[src/rtl/serial_subtractor_16bit_pkg.sv]
// rtl/serial_subtractor_16bit_pkg.sv - shared constants and state type for the serial subtractor
// Purpose: operand width, bit-counter width and the FSM state encoding.
// Ports: none (package).
package serial_sub_pkg;
  localparam int WIDTH    = 16;
  localparam int CNT_BITS = 4;

  typedef enum logic [1:0] {IDLE, BUSY, DONE} sub_state_t;
endpackage

[src/rtl/serial_subtractor_16bit_if.sv]
// rtl/serial_subtractor_16bit_if.sv - request/result bundle of the serial subtractor
// Purpose: groups the operand request and the result signals.
// Ports (signals): start, a, b, borrow_in (requester -> subtractor);
//                  busy, done, diff, borrow_out, overflow (subtractor -> requester).
// Modports: master = requester, slave = subtractor.
interface serial_subtractor_16bit_if;
  import serial_sub_pkg::*;

  logic             start;
  logic [WIDTH-1:0] a;
  logic [WIDTH-1:0] b;
  logic             borrow_in;
  logic             busy;
  logic             done;
  logic [WIDTH-1:0] diff;
  logic             borrow_out;
  logic             overflow;

  modport master (
    output start, a, b, borrow_in,
    input  busy, done, diff, borrow_out, overflow
  );

  modport slave (
    input  start, a, b, borrow_in,
    output busy, done, diff, borrow_out, overflow
  );
endinterface

[src/rtl/serial_subtractor_16bit_bit_sub.sv]
// rtl/serial_subtractor_16bit_bit_sub.sv - one-bit subtract cell (a + ~b + carry)
// Purpose: combinational full-subtract slice used once per clock by the serial datapath.
// Ports: a_i, b_i, carry_in (in); diff_i, carry_out (out). carry is the inverted borrow.
module serial_bit_sub (
  input  logic a_i,
  input  logic b_i,
  input  logic carry_in,
  output logic diff_i,
  output logic carry_out
);
  logic nb;

  assign nb        = ~b_i;
  assign diff_i    = a_i ^ nb ^ carry_in;
  assign carry_out = (a_i & nb) | (a_i & carry_in) | (nb & carry_in);
endmodule

[src/rtl/serial_subtractor_16bit.sv]
// rtl/serial_subtractor_16bit.sv - bit-serial 16-bit two's-complement subtractor
// Purpose: computes a - b - borrow_in one bit per clock, LSB first, and publishes
//          diff/borrow_out/overflow with a one-cycle done pulse.
// Ports: clk (rising-edge clock), n_rst (synchronous active-low reset),
//        sub_if (slave modport: start/a/b/borrow_in in; busy/done/diff/borrow_out/overflow out).
module serial_subtractor_16bit
  import serial_sub_pkg::*;
#(
  parameter int WIDTH = serial_sub_pkg::WIDTH
) (
  input  logic                      clk,
  input  logic                      n_rst,
  serial_subtractor_16bit_if.slave  sub_if
);

  sub_state_t          state_q, state_d;
  logic                load;
  logic                last_bit;

  logic [WIDTH-1:0]    a_sh, b_sh;
  logic                carry_q;
  logic [CNT_BITS-1:0] count_q;
  // Holds the low WIDTH-1 result bits; the final bit is merged in on the last edge
  // so diff never shows a partial value.
  logic [WIDTH-2:0]    acc_q;
  logic                a_msb_q, b_msb_q;

  logic [WIDTH-1:0]    diff_q;
  logic                borrow_q;
  logic                ovf_q;

  logic                sum_bit;
  logic                carry_next;

  serial_bit_sub u_bit_sub (
    .a_i       (a_sh[0]),
    .b_i       (b_sh[0]),
    .carry_in  (carry_q),
    .diff_i    (sum_bit),
    .carry_out (carry_next)
  );

  assign last_bit = (state_q == BUSY) && (count_q == CNT_BITS'(WIDTH - 1));

  always_comb begin
    state_d = state_q;
    load    = 1'b0;
    case (state_q)
      IDLE: begin
        if (sub_if.start) begin
          load    = 1'b1;
          state_d = BUSY;
        end
      end
      BUSY: begin
        if (last_bit) state_d = DONE;
      end
      DONE: begin
        if (sub_if.start) begin
          load    = 1'b1;
          state_d = BUSY;
        end else begin
          state_d = IDLE;
        end
      end
      default: state_d = IDLE;
    endcase
  end

  always_ff @(posedge clk) begin
    if (!n_rst) begin
      state_q  <= IDLE;
      a_sh     <= '0;
      b_sh     <= '0;
      carry_q  <= 1'b0;
      count_q  <= '0;
      acc_q    <= '0;
      a_msb_q  <= 1'b0;
      b_msb_q  <= 1'b0;
      diff_q   <= '0;
      borrow_q <= 1'b0;
      ovf_q    <= 1'b0;
    end else begin
      state_q <= state_d;
      if (load) begin
        a_sh    <= sub_if.a;
        b_sh    <= sub_if.b;
        carry_q <= ~sub_if.borrow_in;
        count_q <= '0;
        // Operand sign bits are kept aside because the shifters consume them.
        a_msb_q <= sub_if.a[WIDTH-1];
        b_msb_q <= sub_if.b[WIDTH-1];
      end else if (state_q == BUSY) begin
        a_sh    <= {1'b0, a_sh[WIDTH-1:1]};
        b_sh    <= {1'b0, b_sh[WIDTH-1:1]};
        carry_q <= carry_next;
        acc_q   <= {sum_bit, acc_q[WIDTH-2:1]};
        count_q <= count_q + 1'b1;
        if (last_bit) begin
          diff_q   <= {sum_bit, acc_q};
          borrow_q <= ~carry_next;
          ovf_q    <= (a_msb_q != b_msb_q) && (sum_bit != a_msb_q);
        end
      end
    end
  end

  assign sub_if.busy       = (state_q == BUSY);
  assign sub_if.done       = (state_q == DONE);
  assign sub_if.diff       = diff_q;
  assign sub_if.borrow_out = borrow_q;
  assign sub_if.overflow   = ovf_q;

endmodule
[src/flat_wrapper.sv]
// flat-port wrapper written by rule: the top's interface ports become plain ports
module serial_subtractor_16bit_flat import serial_sub_pkg::*;
#(
  parameter int WIDTH = serial_sub_pkg::WIDTH
)
  (clk, n_rst, sub_if_start, sub_if_a, sub_if_b, sub_if_borrow_in, sub_if_busy, sub_if_done, sub_if_diff, sub_if_borrow_out, sub_if_overflow);
  serial_subtractor_16bit_if sub_if_i ();
  input  logic clk;
  input  logic n_rst;
  input wire logic [$bits(sub_if_i.start)-1:0] sub_if_start;
  input wire logic [$bits(sub_if_i.a)-1:0] sub_if_a;
  input wire logic [$bits(sub_if_i.b)-1:0] sub_if_b;
  input wire logic [$bits(sub_if_i.borrow_in)-1:0] sub_if_borrow_in;
  output wire logic [$bits(sub_if_i.busy)-1:0] sub_if_busy;
  output wire logic [$bits(sub_if_i.done)-1:0] sub_if_done;
  output wire logic [$bits(sub_if_i.diff)-1:0] sub_if_diff;
  output wire logic [$bits(sub_if_i.borrow_out)-1:0] sub_if_borrow_out;
  output wire logic [$bits(sub_if_i.overflow)-1:0] sub_if_overflow;
  assign sub_if_i.start = sub_if_start;
  assign sub_if_i.a = sub_if_a;
  assign sub_if_i.b = sub_if_b;
  assign sub_if_i.borrow_in = sub_if_borrow_in;
  assign sub_if_busy = sub_if_i.busy;
  assign sub_if_done = sub_if_i.done;
  assign sub_if_diff = sub_if_i.diff;
  assign sub_if_borrow_out = sub_if_i.borrow_out;
  assign sub_if_overflow = sub_if_i.overflow;
  serial_subtractor_16bit #(.WIDTH(WIDTH)) u_core (.clk(clk), .n_rst(n_rst), .sub_if(sub_if_i));
endmodule
[config.mk]
export PLATFORM = sky130hd
export DESIGN_NAME = serial_subtractor_16bit_flat
export DESIGN_NICKNAME = d
export VERILOG_FILES = /design/src/rtl/serial_subtractor_16bit_pkg.sv /design/src/rtl/serial_subtractor_16bit_if.sv /design/src/rtl/serial_subtractor_16bit_bit_sub.sv /design/src/rtl/serial_subtractor_16bit.sv /design/src/flat_wrapper.sv
export SDC_FILE = /design/constraint.sdc
export NUM_CORES = 1
export LEC_CHECK = 0
export CORE_MARGIN = 10
export CORE_UTILIZATION = 55
export DETAILED_ROUTE_END_ITERATION = 8
export PLACE_DENSITY = 0.93
export SYNTH_ARGS = -nofsm -noshare
export SYNTH_HDL_FRONTEND = slang
export SYNTH_SLANG_ARGS = --single-unit
[constraint.sdc]
create_clock -name clk -period 3.1 [get_ports clk]
set_input_delay 0.465 -clock clk [delete_from_list [all_inputs] [get_ports clk]]
set_output_delay 0.465 -clock clk [all_outputs]
set_load 0.01 [all_outputs]
=== After elaboration in Yosys (flattened, before gate mapping) ===
Cells that the tools add are included.

* $add $sub $neg: 1
* $mul: 0
* Divide/modulo/power cells: 0
* Order comparisons: 0
* Equal/unequal tests: 7
* Shifts and indexed selects: 0
* Mux-type cells: 12
* Bitwise gates (word level): 12
* Reductions and logical operators: 9

{| class="wikitable"
|+ Operators with widths
! operator !! number
|-
| $mux W16 || 4
|-
| $pmux W2 S3 || 1
|-
| $mux W1 || 5
|-
| $not A1 Y1 || 5
|-
| $add A4 B1 Y4 const B || 1
|-
| $eq A4 B4 Y1 const B || 1
|-
| $mux W2 || 2
|-
| $reduce_and A2 Y1 || 2
|-
| $reduce_or A2 Y1 || 2
|-
| $and A1 B1 Y1 || 3
|-
| $reduce_and A3 Y1 || 1
|-
| $eq A2 B1 Y1 const B || 1
|-
| $eq A2 B2 Y1 const B || 1
|-
| $logic_and A1 B1 Y1 || 2
|-
| $logic_not A2 Y1 || 1
|-
| $ne A1 B1 Y1 || 2
|-
| $ne A2 B1 Y1 const B || 1
|-
| $ne A2 B2 Y1 const B || 1
|-
| $or A1 B1 Y1 || 2
|-
| $reduce_bool A2 Y1 || 1
|-
| $xor A1 B1 Y1 || 2
|}

* Register bits: 74
* Bits in latches: 0
* Memory bits (writable): 0
* ROM bits: 0
* Input bits: 36
* Output and inout bits: 20
* Logic and storage cells: 52
* Memories kept: 0

=== Logic depth before layout (Yosys ltp) ===
Gate-level depths: netlist of the first run.

* Depth after elaboration: 6
* Depth in mapped cells: 7
* Depth with buffers taken out: 5

=== Hierarchy ===
From an unflattened synthesis of the first run, not the netlist that was laid out.

* Cells, all modules: 358
* Area, all modules: 2935.3 um2

{| class="wikitable"
|+ Modules (own cells, without submodules)
! module !! instances !! cells an instance !! area each (um2) !! seq. area each (um2)
|-
| serial_subtractor_16bit || 1 || 353 || 2900.3 || 1481.4
|-
| serial_bit_sub || 1 || 5 || 35.0 || 0.0
|}

=== Least setup slack after synthesis of the first run ===
No wires, ideal clock.

* Path kind: register to register
* From: register u_core.b_sh[0]
* To: register u_core.ovf_q (netlist: u_core.sub_if.overflow)
* Library setup time: 86 ps
* Arrival: 1281 ps
* Required time: 3014 ps
* Slack: 1734 ps
* Cell stages (with the launch flop): 6
* Buffers on the path: 0
* Period minus slack after synthesis: 1366 ps
* Path through: dfxtp_1 inv_1 fa_1 and3b_1 a21oi_1 a211oi_1

* Cells in the longest elaborated chain, start to end: 5

{| class="wikitable"
|+ RTL lines
! element !! RTL line !! text
|-
| from (decl) || serial_subtractor_16bit.sv:20 || <nowiki>logic [WIDTH-1:0] a_sh, b_sh;</nowiki>
|-
| from (signal assigned) || serial_subtractor_16bit.sv:87 || <nowiki>b_sh <= sub_if.b;</nowiki>
|-
| from (signal assigned) || serial_subtractor_16bit.sv:95 || <nowiki>b_sh <= {1'b0, b_sh[WIDTH-1:1]};</nowiki>
|-
| $not A1 Y1 || serial_subtractor_16bit_bit_sub.sv:13 || <nowiki>assign nb = ~b_i;</nowiki>
|-
| $xor A1 B1 Y1 (2 in series) || serial_subtractor_16bit_bit_sub.sv:14 || <nowiki>assign diff_i = a_i ^ nb ^ carry_in;</nowiki>
|-
| net u_core.sum_bit || serial_subtractor_16bit.sv:32 || <nowiki>logic sum_bit;</nowiki>
|-
| $ne A1 B1 Y1 || serial_subtractor_16bit.sv:102 || <nowiki>ovf_q <= (a_msb_q != b_msb_q) && (sum_bit != a_msb_q);</nowiki>
|-
| $logic_and A1 B1 Y1 || serial_subtractor_16bit.sv:102 ||
|-
| to (signal assigned) || serial_subtractor_16bit.sv:102 ||
|-
| to (decl) || serial_subtractor_16bit.sv:30 || <nowiki>logic ovf_q;</nowiki>
|}

The timed path passes the listed nets, and every way through them passes these cells.
A chain may end at the register's enable or synchronous reset.

=== Worst setup path after layout of the first run ===
* From: register u_core.state_q[1]
* To: output sub_if_busy

* Cells in the longest elaborated chain, start to end: 1

{| class="wikitable"
|+ RTL lines
! element !! RTL line !! text
|-
| from (decl) || serial_subtractor_16bit.sv:16 || <nowiki>sub_state_t state_q, state_d;</nowiki>
|-
| from (signal assigned) || serial_subtractor_16bit.sv:84 || <nowiki>state_q <= state_d;</nowiki>
|-
| $eq A2 B1 Y1 || serial_subtractor_16bit.sv:108 || <nowiki>assign sub_if.busy = (state_q == BUSY);</nowiki>
|-
| to (decl) || flat_wrapper.sv:14 || <nowiki>output wire logic [$bits(sub_if_i.busy)-1:0] sub_if_busy;</nowiki>
|}

No other way between the ends.

==> results.sh, run 1 <==
export IMPL_worstSetupPathType="reg -> out"
export IMPL_antenna_cells=0
export IMPL_synth_seq_area_share=0.506
export IMPL_whs_endpoint="u_core.acc_q[0]$_SDFFE_PN0P_"
export IMPL_gp_congestion=0.769
export IMPL_syn_area_um2=2930
export IMPL_drc_errors=0
export IMPL_port_buffer_count=55
export IMPL_drt_iter0_drc=247
export IMPL_clock_sinks=74
export IMPL_clock_fmax_mhz=429
export IMPL_setup_tns_ns=0
export IMPL_clock_latency_ns=0.34
export IMPL_slew_headroom=0.532
export IMPL_run_status="completed"
export IMPL_vias=2627
export IMPL_syn_nets=390
export IMPL_power_w=0.00197
export IMPL_crit_required_ns=2.63
export IMPL_startpoint_type="flop"
export IMPL_fin_util=0.696
export IMPL_cts_max_level=3
export IMPL_hold_class="reg -> reg"
export IMPL_synth_area_top_cells="dfxtp_1, nand2_1, a21oi_1, o21ai_0, nor3_1"
export IMPL_fp_coreArea_um2=5140
export IMPL_cts_clk_slew_worst_paths_ns=0.07
export IMPL_finalHoldViolCount=0
export IMPL_p_int_w=0.00148
export IMPL_postCtsHoldBufs=0
export IMPL_hold_start="u_core.acc_q[1]$_SDFFE_PN0P_"
export IMPL_crit_arrival_ns=1.87
export IMPL_setup_viol_count_final=0
export IMPL_r2r_cells=4
export IMPL_rsz0062_at_grt="no"
export IMPL_p_clk_frac=0.365
export IMPL_final_cells=462
export IMPL_grt_pass1_wl_um=11300
export IMPL_synth_avg_cell_area_um2=8.32
export IMPL_worstReg2RegEnd="u_core.sub_if.overflow$_SDFFE_PN0P_"
export IMPL_pwr_share_comb=0.114
export IMPL_grt_overflow_total=0
export IMPL_slew_violations=0
export IMPL_synth_top_cell_area_share=0.506
export IMPL_die_height_um=93.0
export IMPL_cts_buffers=9
export IMPL_synth_largest_area_cell="dfxtp_1"
export IMPL_tightest_slew_ns=0.701
export IMPL_grt_pass1_vias=2464
export IMPL_drive_gt1_frac=0.0459
export IMPL_synth_edff_count=0
export IMPL_ys_ff_latch=74
export IMPL_ys_flop_type="dfxtp_1"
export IMPL_maxCapViolCount=0
export IMPL_period_minus_slack_ns=2.33
export IMPL_irDropWorstVdd_uv=364
export IMPL_leakage_nw=1.21
export IMPL_layout_commonest_cell="dfxtp_1"
export IMPL_endpoint_kind="primary output"
export IMPL_swShare=0.246
export IMPL_finalClockSkew_ns=0.00774
export IMPL_cts_tree="built"
export IMPL_crit_fanout=68
export IMPL_async_flop_share=0
export IMPL_antenna_found_initial=0
export IMPL_hold_slack_ns=0.468
export IMPL_fin_crit_sh=0.752
export IMPL_syn_inst=352
export IMPL_drtPass1Iterations=5
export IMPL_post_cts_buffers=0
export IMPL_area_growth_pct=22.0
export IMPL_io_pin_count=56
export IMPL_seq_power_share=0.521
export IMPL_die_w_um=93.0
export IMPL_regArea_um2=1480
export IMPL_track_usage=0.159
export IMPL_nets=426
export IMPL_cts_resized_gates=0
export IMPL_vias_per_cell=5.69
export IMPL_switchingPower_w=0.000483
export IMPL_multi_input_area_um2=1220
export IMPL_grt_max_degree=70
export IMPL_ys_warn_count=0
export IMPL_yosysUniqueCellTypes=32
export IMPL_hpwl_um=4380
export IMPL_holdPathStages=2
export IMPL_layout_common_cells="dfxtp_1, nand2_1, clkdlybuf4s50_1"
export IMPL_fp_row_count=26
export IMPL_final_antenna_net_count=0
export IMPL_root_buffer="clkbuf_8"
export IMPL_rrSetupSlack_ns=1.42
export IMPL_die_area_um2=8650
export IMPL_wire_per_inst_um=14.8
export IMPL_routed_wl_um=6850
export IMPL_p_per_area_nw_per_um2=550
export IMPL_rr_startpoint="u_core.count_q[0]$_SDFFE_PP0P_"
export IMPL_crit_start="u_core.state_q[1]$_SDFFE_PN0P_"
export IMPL_dp_cells=447
export IMPL_n_fill_cell=412
export IMPL_initial_core_util=0.570
export IMPL_clockBufferDepth=2
[state kept, by name, summed over array words and instances (netlist names)]
signal / cells
u_core.carry_q: 1
u_core.sub_if.overflow: 1
u_core.sub_if.borrow_out: 1
u_core.sub_if.diff: 16
u_core.a_msb_q: 1
u_core.state_q: 2
u_core.acc_q: 15
u_core.count_q: 4
u_core.b_sh: 16
u_core.a_sh: 16
u_core.b_msb_q: 1
[critical path, cell delays in order (launching register included)]
cell	delay [ns]
dfxtp_1	0.31
nand2b_2	0.21
inv_6	0.35
clkdlybuf4s50_1	0.64
[worst max path at each step]
stage                                     endpoint  cells after the start  slack, ns
2_1_floorplan  u_core.sub_if.overflow$_SDFFE_PN0P_                      5       1.73
3_3_place_gp        u_core.state_q[1]$_SDFFE_PN0P_                      4       1.09
3_5_place_dp          u_core.a_sh[13]$_SDFFE_PN0P_                      4       1.04
4_1_cts                                sub_if_busy                      3       0.76
5_1_grt                                sub_if_busy                      3       0.67
6_report                               sub_if_busy                      3       0.77
[synth_stat cells (all sizes together), types with 2 or more instances]
| library cell | count |
|---|---|
| o21ai | 31 |
| nor3 | 29 |
| clkbuf | 5 |
| inv | 3 |
| nand2 | 65 |
| nand2b | 2 |
| buf | 28 |
| nand3 | 23 |
| a22oi | 2 |
| o22ai | 14 |
| a21oi | 44 |
| a31oi | 14 |
| dfxtp | 74 |
| nor2 | 5 |
| a211oi | 2 |
[per-stage QoR]
step | setup WS (ns) | cell area, um^2
after floorplan | 1.73 | 2930
after global placement | 1.09 | 3390
after detailed placement | 1.04 | 3390
after CTS | 0.761 | 3580
after global routing | 0.675 | 3580
final | 0.768 | 3580
[metal layers]
| layer | vias up | track usage | routed length [um] |
|---|---|---|---|
| met5 | - | 0 | 0 |
| met2 | 78 | 0.275 | 3550 |
| met4 | 0 | 0.0848 | 155 |
| li1 | 1304 | - | - |
| met3 | 13 | 0.0344 | 375 |
| met1 | 1232 | 0.179 | 2760 |
[power by group through the flow]
stage	combinational (W)	sequential [W]	clock, W
2_1_floorplan	0.000169	0.00104	0
3_3_place_gp	0.000216	0.00104	0
3_5_place_dp	0.000222	0.00104	0
4_1_cts	0.000225	0.00102	0.000724
5_1_grt	0.000250	0.00103	0.000769
6_report	0.000225	0.00102	0.000717
[kinds of logic (layout without fill, tap and decap cells)]
kind of cell,after synthesis,in the layout,share of synthesized area
buffers and inverters,36,76,0.0790
and+or+nand+nor,130,130,0.197
adders and majority gates,2,2,0.0111
DFF,74,74,0.506
AOI/OAI and AO/OA,108,108,0.201
xor gates and xnor gates,2,2,0.00598
[cell type report]
class	count	area share
sequential	74	0.414
inverter	3	0.00455
clock inverter	3	0.0112
clock buffer	12	0.0406
tap	70	0.0245
timing repair buffer	58	0.164
multi-input combinational	242	0.341
(Power assumes the default switching activity.)
==> run 2: changes to the inputs <==
--- a/config.mk
+++ b/config.mk
@@ -6,9 +6,9 @@
 export NUM_CORES = 1
 export LEC_CHECK = 0
 export CORE_MARGIN = 10
-export CORE_UTILIZATION = 55
+export CORE_UTILIZATION = 46
 export DETAILED_ROUTE_END_ITERATION = 8
-export PLACE_DENSITY = 0.93
+export PLACE_DENSITY = 0.84
 export SYNTH_ARGS = -nofsm -noshare
 export SYNTH_HDL_FRONTEND = slang
 export SYNTH_SLANG_ARGS = --single-unit
==> constraint.sdc (replaced) <==
create_clock -name clk -period 2.1 [get_ports clk]
set_input_delay 0.315 -clock clk [delete_from_list [all_inputs] [get_ports clk]]
set_output_delay 0.315 -clock clk [all_outputs]
set_load 0.01 [all_outputs]
==> results.sh, run 2 (synthesis results as in run 1) <==
export IMPL_nets=431
export IMPL_slowest_stage="clkdlybuf4s50_1"
export IMPL_routed_wl_um=6570
export IMPL_grt_pass1_wl_um=11100
export IMPL_area_growth_pct=24.3
export IMPL_post_cts_buffers=0
export IMPL_holdPathStages=2
export IMPL_die_height_um=99.8
export IMPL_rr_startpoint="u_core.count_q[0]$_SDFFE_PP0P_"
export IMPL_drtPass1Iterations=4
export IMPL_cts_clk_slew_worst_paths_ns=0.08
export IMPL_r2r_cells=4
export IMPL_finalHoldViolCount=0
export IMPL_worstSetupPathType="reg -> out"
export IMPL_clock_sinks=74
export IMPL_tightest_slew_ns=0.687
export IMPL_cts_resized_gates=0
export IMPL_run_status="completed"
export IMPL_drive_gt1_frac=0.0678
export IMPL_max_stage_delay_ns=0.58
export IMPL_io_pin_count=56
export IMPL_endpoint_kind="primary output"
export IMPL_fin_area_um2=3640
export IMPL_crit_required_ns=1.78
export IMPL_crit_cells=3
export IMPL_die_w_um=99.8
export IMPL_cts_tree="built"
export IMPL_cp_top_family="buffers and inverters"
export IMPL_antenna_cells=0
export IMPL_finalClockSkew_ns=0.00723
export IMPL_period_minus_slack_ns=1.97
export IMPL_root_buffer="clkbuf_8"
export IMPL_fin_crit_sh=0.938
export IMPL_crit_fanout=32
export IMPL_rrSetupSlack_ns=0.41
export IMPL_crit_chain="nand2b_2 > inv_6 > clkdlybuf4s50_1"
export IMPL_whs_endpoint="u_core.acc_q[0]$_SDFFE_PN0P_"
export IMPL_maxCapViolCount=0
export IMPL_crit_arrival_ns=1.65
export IMPL_gp_congestion=0.714
export IMPL_clock_latency_ns=0.34
export IMPL_hold_slack_ns=0.457
export IMPL_grt_overflow_total=0
export IMPL_port_buffer_count=55
export IMPL_fp_row_count=29
export IMPL_antenna_found_initial=0
export IMPL_final_antenna_net_count=0
export IMPL_fp_coreArea_um2=6280
export IMPL_leakage_nw=1.23
export IMPL_die_area_um2=9960
export IMPL_clockBufferDepth=2
export IMPL_layout_commonest_cell="dfxtp_1"
export IMPL_cts_max_level=3
export IMPL_grt_pass1_vias=2512
export IMPL_initial_core_util=0.467
export IMPL_layout_common_cells="dfxtp_1, nand2_1, clkdlybuf4s50_1"
export IMPL_hold_class="reg -> reg"
export IMPL_hpwl_um=4210
export IMPL_critPathBufInv=2
export IMPL_slew_violations=0
export IMPL_track_usage=0.133
export IMPL_postCtsHoldBufs=0
export IMPL_clock_fmax_mhz=508
export IMPL_vias=2575
export IMPL_rsz0062_at_grt="no"
export IMPL_drt_iter0_drc=103
export IMPL_cts_buffers=9
export IMPL_grt_max_degree=70
export IMPL_slew_headroom=0.540
export IMPL_setup_viol_count_final=0
export IMPL_irDropWorstVdd_uv=402
export IMPL_startpoint_type="flop"
export IMPL_postPlaceCellArea_um2=3440
export IMPL_wire_per_inst_um=13.8
export IMPL_drc_errors=0
export IMPL_p_per_area_nw_per_um2=811
export IMPL_vias_per_cell=5.42
export IMPL_hold_start="u_core.acc_q[0]$_SDFFE_PN0P_"
export IMPL_setup_tns_ns=0
export IMPL_worstReg2RegEnd="u_core.sub_if.diff[2]$_SDFFE_PN0P_"
## run 2: changes by cell type in the layout (fill, tap and decap cells not counted)
cell and change:
buf_4 +5, clkinv_2 -1, clkinv_4 +1, clkinvlp_4 +3, clkbuf_1 -2, nand2b_1 -1, nand2b_2 +1
## run 2: cell type report
type	count	area [um^2]
Clock buffer	10	138
Multi-Input combinational cell	242	1220
Fill cell	559	2630
Timing Repair Buffer	63	623
Tap cell	77	96.3
Sequential cell	74	1480
Clock inverter	6	66.3
Inverter	3	16.3
## run 2: how the worst max path moves through the flow
stage / from / end / slack, ns
2_1_floorplan: u_core.b_sh[0]$_SDFFE_PN0P_ / u_core.sub_if.overflow$_SDFFE_PN0P_ / 0.73
5_1_grt: u_core.state_q[1]$_SDFFE_PN0P_ / sub_if_busy / 0.03
3_3_place_gp: u_core.state_q[1]$_SDFFE_PN0P_ / sub_if_busy / 0.50
6_report: u_core.state_q[1]$_SDFFE_PN0P_ / sub_if_busy / 0.13
4_1_cts: u_core.state_q[1]$_SDFFE_PN0P_ / sub_if_busy / 0.10
3_5_place_dp: u_core.count_q[0]$_SDFFE_PP0P_ / u_core.sub_if.diff[2]$_SDFFE_PN0P_ / 0.45
## run 2: per-stage QoR
stage | std cells | utilization | setup WS [ns] | total power [W]
after CTS | 475 | 0.580 | 0.104 | 0.00297
after floorplan | 352 | - | 0.734 | 0.00178
after global routing | 475 | 0.580 | 0.0325 | 0.00308
final | 475 | 0.580 | 0.131 | 0.00295
after global placement | 459 | 0.548 | 0.503 | 0.00187
after detailed placement | 459 | 0.548 | 0.451 | 0.00188
## run 2: worst register-to-register path, stage by stage, from the launching register on
cell and delay (ns):
dfxtp_1 0.38, ha_1 0.21, nand3_1 0.50, o21ai_0 0.39, a21oi_1 0.10
## run 2: metal layers
layer / wire (um) / share of wire / vias up / GRT usage
met5: 0 / 0 / - / 0
met4: 123 / 0.019 / 0 / 0.0639
met3: 429 / 0.065 / 10 / 0.0453
met2: 3320 / 0.51 / 51 / 0.221
met1: 2690 / 0.41 / 1202 / 0.150
li1: - / - / 1312 / -
## run 2: report_power, final
group | total [W] | leakage (nW) | switching, W | internal (W)
combinational | 0.000338 | 0.532 | 0.000185 | 0.000154
clock | 0.00111 | 0.0945 | 0.000525 | 0.000580
sequential | 0.00151 | 0.604 | 0.0000388 | 0.00147
